==> config.mk <==
export PLATFORM = sky130hd
export DESIGN_NAME = argmax_chunk_scheduler
export DESIGN_NICKNAME = d
export VERILOG_FILES = /design/src/rtl/argmax_chunk_scheduler.sv
export SDC_FILE = /design/constraint.sdc
export NUM_CORES = 1
export LEC_CHECK = 0
export ABC_AREA = 1
export BUFFER_PORTS_ARGS = -buffer_cell sky130_fd_sc_hd__buf_2
export CAP_MARGIN = 20
export CORE_MARGIN = 1.5
export CORE_UTILIZATION = 55
export DETAILED_ROUTE_END_ITERATION = 8
export PLACE_DENSITY_LB_ADDON = 0.25
export SETUP_SLACK_MARGIN = 0.15
export SLEW_MARGIN = 20
export SYNTH_ARGS = -nofsm -noshare
export SYNTH_HDL_FRONTEND = slang
export SYNTH_SLANG_ARGS = --single-unit
export TNS_END_PERCENT = 20
==> constraint.sdc <==
create_clock -name clk -period 2.58 [get_ports clk]
set_input_delay 0.387 -clock clk [delete_from_list [all_inputs] [get_ports clk]]
set_output_delay 0.387 -clock clk [all_outputs]
set_load 0.02 [all_outputs]
==> src/rtl/argmax_chunk_scheduler.sv <==
// Chunked argmax job sequencer: folds per-chunk (max, lane) results into one global (max, argmax).
// Optional macro ARGMAX_CHUNK_SCHEDULER_TIE_LAST_EN makes ties resolve to the latest index.
module argmax_chunk_scheduler #(
   parameter int WIDTH        = 8,
   parameter int ARGMAX_WIDTH = 8
) (
   input  logic                           clk,
   input  logic                           rst,
   input  logic                           start,
   input  logic        [ARGMAX_WIDTH-5:0] num_chunks,
   input  logic                           in_valid,
   output logic                           in_ready,
   input  logic signed [WIDTH-1:0]        in_max,
   input  logic        [3:0]              in_argmax,
   output logic                           busy,
   output logic                           out_valid,
   input  logic                           out_ready,
   output logic signed [WIDTH-1:0]        max,
   output logic        [ARGMAX_WIDTH-1:0] argmax
);

   localparam int CW = ARGMAX_WIDTH - 4;

   typedef enum logic [1:0] {IDLE, COLLECT, DONE} state_t;

   state_t          state;
   logic [CW-1:0]   chunk_cnt;
   logic [CW-1:0]   last_idx;

   function automatic logic replace(input logic signed [WIDTH-1:0] cand,
                                    input logic signed [WIDTH-1:0] best);
`ifdef ARGMAX_CHUNK_SCHEDULER_TIE_LAST_EN
      return cand >= best;
`else
      return cand > best;
`endif
   endfunction

   always_ff @(posedge clk) begin
      if (rst) begin
         state     <= IDLE;
         in_ready  <= 1'b0;
         out_valid <= 1'b0;
         busy      <= 1'b0;
         max       <= '0;
         argmax    <= '0;
         chunk_cnt <= '0;
         last_idx  <= '0;
      end else begin
         case (state)
            IDLE: begin
               if (start) begin
                  // num_chunks=0 wraps to all-ones, i.e. 2^CW chunks
                  last_idx  <= num_chunks - CW'(1);
                  chunk_cnt <= '0;
                  state     <= COLLECT;
                  in_ready  <= 1'b1;
                  busy      <= 1'b1;
               end
            end
            COLLECT: begin
               if (in_valid && in_ready) begin
                  if (chunk_cnt == '0 || replace(in_max, max)) begin
                     max    <= in_max;
                     argmax <= {chunk_cnt, in_argmax};
                  end
                  chunk_cnt <= chunk_cnt + CW'(1);
                  if (chunk_cnt == last_idx) begin
                     state     <= DONE;
                     in_ready  <= 1'b0;
                     out_valid <= 1'b1;
                  end
               end
            end
            DONE: begin
               if (out_ready) begin
                  state     <= IDLE;
                  out_valid <= 1'b0;
                  busy      <= 1'b0;
               end
            end
            default: begin
               state     <= IDLE;
               in_ready  <= 1'b0;
               out_valid <= 1'b0;
               busy      <= 1'b0;
            end
         endcase
      end
   end

endmodule

Yosys cells after proc, flatten, opt, wreduce, memory -nomap -nowiden

Cells that the tools add are included.

Bits in registers: 29
Latch bits: 0
Memory bits (writable): 0
ROM bits: 0
Input port bits: 21
Output and inout port bits: 19
Logic and storage cells: 50
Memories: 0

$add $sub $neg: 2
$mul: 0
Divide/modulo/power cells: 0
Magnitude comparators: 1
Eq/ne operators: 7
Shift operators: 0
Muxes and demuxes: 17
Bitwise logic cells: 3
Reductions and logical operators: 12

Operators with widths:

| cell                                                                  | count |
|---|---|
| 4-bit AND reduction                                                   | 3 |
| 1-bit one-hot mux with 3 select lines                                 | 3 |
| 3-bit AND reduction                                                   | 3 |
| 8-bit greater-than comparator                                         | 1 |
| 2-bit 2-to-1 mux                                                      | 4 |
| 4-bit 2-to-1 mux                                                      | 2 |
| 2-bit inequality test, second input constant                          | 4 |
| 4-bit one-hot mux with 2 select lines                                 | 1 |
| 1-bit 2-to-1 mux                                                      | 6 |
| 2-bit one-hot mux with 3 select lines                                 | 1 |
| 4-bit by 1-bit adder with 4-bit output, second input constant         | 1 |
| 4-bit equality test                                                   | 1 |
| 4-bit logical NOT                                                     | 1 |
| 4-bit by 1-bit subtractor with 4-bit output, second input constant    | 1 |
| 1-bit inverter                                                        | 3 |
| 2-bit by 1-bit equality test with 1-bit output, second input constant | 1 |
| 2-bit equality test, second input constant                            | 1 |
| 2-bit logical NOT                                                     | 1 |
| 2-bit AND reduction                                                   | 1 |
| 2-bit nonzero test                                                    | 1 |
| 1-bit logical AND                                                     | 1 |
| 1-bit logical OR                                                      | 1 |

Logic depth before layout (Yosys ltp)

Word-level depth: 4
Gate-level depth with buffers: 16
Mapped depth without buffers: 15

Worst setup path after synthesis

No wires, ideal clock.

Kind: reg-to-reg
From: register max[5]
To: register argmax[4]
Setup time: 0.115 ns
Data arrival time: 1.610 ns
Data required time: 2.465 ns
Slack: 0.855 ns
Stages on the path, launching flop included: 14
Path buffers: 1
Clock period less this slack: 1.725 ns
Cells stage by stage: dfxtp_1 inv_1 ha_1 a21oi_2 nor2_1 nor2_2 nand2_1 nand2_1 nand3_2 nand2_4 buf_6 nand3_1 nand2_1 nor2_1

Longest elaborated chain between the ends: 3

RTL lines:

| element                       | RTL line | source |
|---|---|---|
| from (decl)                   | 18       | `output logic signed [WIDTH-1:0] max,` |
| from (signal assigned)        | 64       | `max <= in_max;` |
| 8-bit greater-than comparator | 35       | `return cand > best;` |
| 1-bit logical OR              | 63       | `if (chunk_cnt == '0 \|\| replace(in_max, max)) begin` |
| 3-bit AND reduction (no line) | --       |  |
| to (signal assigned)          | 65       | `argmax <= {chunk_cnt, in_argmax};` |
| to (decl)                     | 19       | `output logic [ARGMAX_WIDTH-1:0] argmax` |

No other way between the ends.
A chain may end at the register's enable or synchronous reset.

Final worst setup path

From: register max[3]
To: register max[3]

Longest elaborated chain between the ends: 3

RTL lines:

| element                       | RTL line |
|---|---|
| 8-bit greater-than comparator | 35 |
| 1-bit logical OR              | 63 |
| 3-bit AND reduction (no line) | -- |

No other way between the ends.

==> qor.yml <==
outcome:
  status: "finished, violations left"
  violations: "design-rule violations"
global_routing:
  grt_pass1_vias: 1397
  grt_max_degree: 33
  grt_usage_pct: 21.1
  antenna_found_initial: 0
  grtUsageMet1_pct: 24.3
  grt_use_met2_pct: 37.3
  grtUsageMet3_pct: 6.03
  grt-ovfl-total: 0
  grt_pass1_wl_mm: 5.51
  gr-max-usage-layer: "met2"
drt:
  dr.pass1.iters: 6
  wirelength_mm: 3.08
  vias: 1516
  drc: 2
  antenna_left: 0
  wl_per_cell_um: 10.2
  drtIter0Drc: 38
  via_per_inst: 5.02
yosys:
  synth_nets: 263
  ys_types: 25
  ys_seq_area_share_pct: 34.7
  synth-seq-cells: 29
  ys_warn_count: 0
  netlist_area_um2: 1680
  postSynthCellCount: 231
  syn_avg_cell_area_um2: 7.25
final_layout:
  diodes: 0
  final_nets: 302
  n_fill_cell: 258
  final_cell_mix: "nand2_1 (42), buf_2 (39), inv_1 (34)"
  syn_to_final_growth_pct: 12.8
  final_common_cell: "nand2_1"
  drive_gt1_share_pct: 24.7
clock_network:
  cts-root-buf: "clkbuf_4"
  clkLatencyLatePin_ns: 0.33
  post_cts_buffers: 0
  cts_tree: "yes"
  hold_buffers: 0
  cts_resized: 0
  clkTransAtPathRegs_ns: 0.09
  clockBufferDepth: 2
  cts_buffers: 5
  htree_num_levels: 2
  cts.sinks: 29
floorplan:
  die_area_um2: 3390
  coreArea_um2: 2830
  initial_core_util_pct: 59.2
  io_pins: 40
  die_w_um: 58.2
  die_h_um: 58.2
  rows: 19
sta:
  layout_min_cycle_time_ns: 1.88
  finalHoldViolCount: 0
  tns_ns: 0
  max_freq_mhz: 532
  setup_viol: 0
  fin_skew_ns: 0.00799
  slew_headroom_pct: 56.2
  maxSlewViolCount: 0
  rsz0062_at_grt: "false"
  tightest_slew_ns: 0.653
  worst_slack_ns: 0.701
  whs_ns: 0.246
  fin_crit_sh_pct: 72.8
power_and_ir_drop:
  p_per_area_nw_per_um2: 577
  leakagePower_nw: 0.943
  irDropWorstVdd_mv: 0.384
run:
  maxCapViolations: 0
placement:
  pre_cts_slack_ns: 0.629
  place_hpwl_mm: 2.29
  portBuffers: 39
  gp_congestion: 0.806
setup_path:
  endpoint_kind: "flip-flop"
  required_ns: 2.81
  arrival_ns: 2.11
  crit_fanout: 32
  regToRegSetupSlack_ns: 0.70
  crit_type: "flip-flop to flip-flop"
  cp-start-kind: "flip-flop"
min_path:
  min_path_type: "primary input to flip-flop"
-- path summary, 6_finish.rpt --
check | from | to | depth (start not counted)
worst min register to register | argmax[5] | argmax[5] | 2
worst min-delay path | num_chunks[0] | last_idx[0] | 2
worst max-delay path | max[3] | max[3] | 12
worst max register to register | max[3] | max[3] | 12
-- power by group --
| part | internal [mW] | leakage [nW] | switching [mW] | total, mW |
|---|---|---|---|---|
| logic | 0.112 | 0.676 | 0.195 | 0.307 |
| clock network | 0.103 | 0.0310 | 0.172 | 0.275 |
| registers | 0.486 | 0.236 | 0.0247 | 0.510 |
-- metrics by stage --
step	instance area, µm²	util [%]	power (mW)	std cells
4_1_cts	1890	66.8	1.10	302
3_3_place_gp	1840	64.9	0.821	294
3_5_place_dp	1840	64.9	0.827	294
2_1_floorplan	1680	-	0.767	231
6_report	1890	66.8	1.09	302
5_1_grt	1890	66.8	1.17	302
-- layout make-up --
type                            count  area, µm²  share of cell area, %
Timing Repair Buffer               40        203                   10.7
Clock inverter                      3       17.5                  0.927
Multi-Input combinational cell    155        867                   45.9
Inverter                           39        146                   7.74
Sequential cell                    29        581                   30.7
Tap cell                           31       38.8                   2.05
Clock buffer                        5       37.5                   1.99
-- metal layers --
| layer | wire (µm) | up-vias |
|---|---|---|
| met1 | 1410 | 663 |
| met3 | 168 | 4 |
| li1 | - | 810 |
| met4 | 34 | 0 |
| met2 | 1460 | 39 |
| met5 | 0 | - |
-- critical path: stages (launching register included) --
cell and delay, ns:
dfxtp_1 0.36, inv_1 0.05, ha_1 0.28, a21oi_1 0.19, nand2_1 0.08, nand2_1 0.08
nand2_1 0.05, nand2_1 0.07, nand3_2 0.09, nand2_4 0.28, nand3_1 0.13, nand2_1 0.08
nor2_1 0.05
-- registers in the layout, summed over array words and instances (netlist names) --
signal	cells
argmax	8
max	8
chunk_cnt	4
last_idx	4
state	2
busy	1
in_ready	1
out_valid	1
-- cells by family (layout without fill, tap and decap cells) --
group | Yosys count | after routing | share of synthesized area, %
AND/OR/NAND/NOR | 103 | 103 | 29.1
AO/OA/AOI/OAI | 35 | 35 | 11.3
adder cells (fa/ha/maj) | 11 | 11 | 8.21
XOR/XNOR | 6 | 6 | 3.14
buffers and inverters | 47 | 87 | 13.6
flip-flops | 29 | 29 | 34.7
-- synthesized netlist by cell type, drive strengths merged --
cell,count,area [µm²]
o21ai,8,40.0
a211oi,1,7.51
buf,8,81.3
inv,38,143
clkinv,1,3.75
nor2,31,146
ha,11,138
xor2,1,8.76
nor3,4,20.0
nand4,2,12.5
xnor2,5,43.8
a21oi,26,141
nand3,23,140
dfxtp,29,581
nand2,43,169
Note: power is estimated with default switching activity, not from simulation.
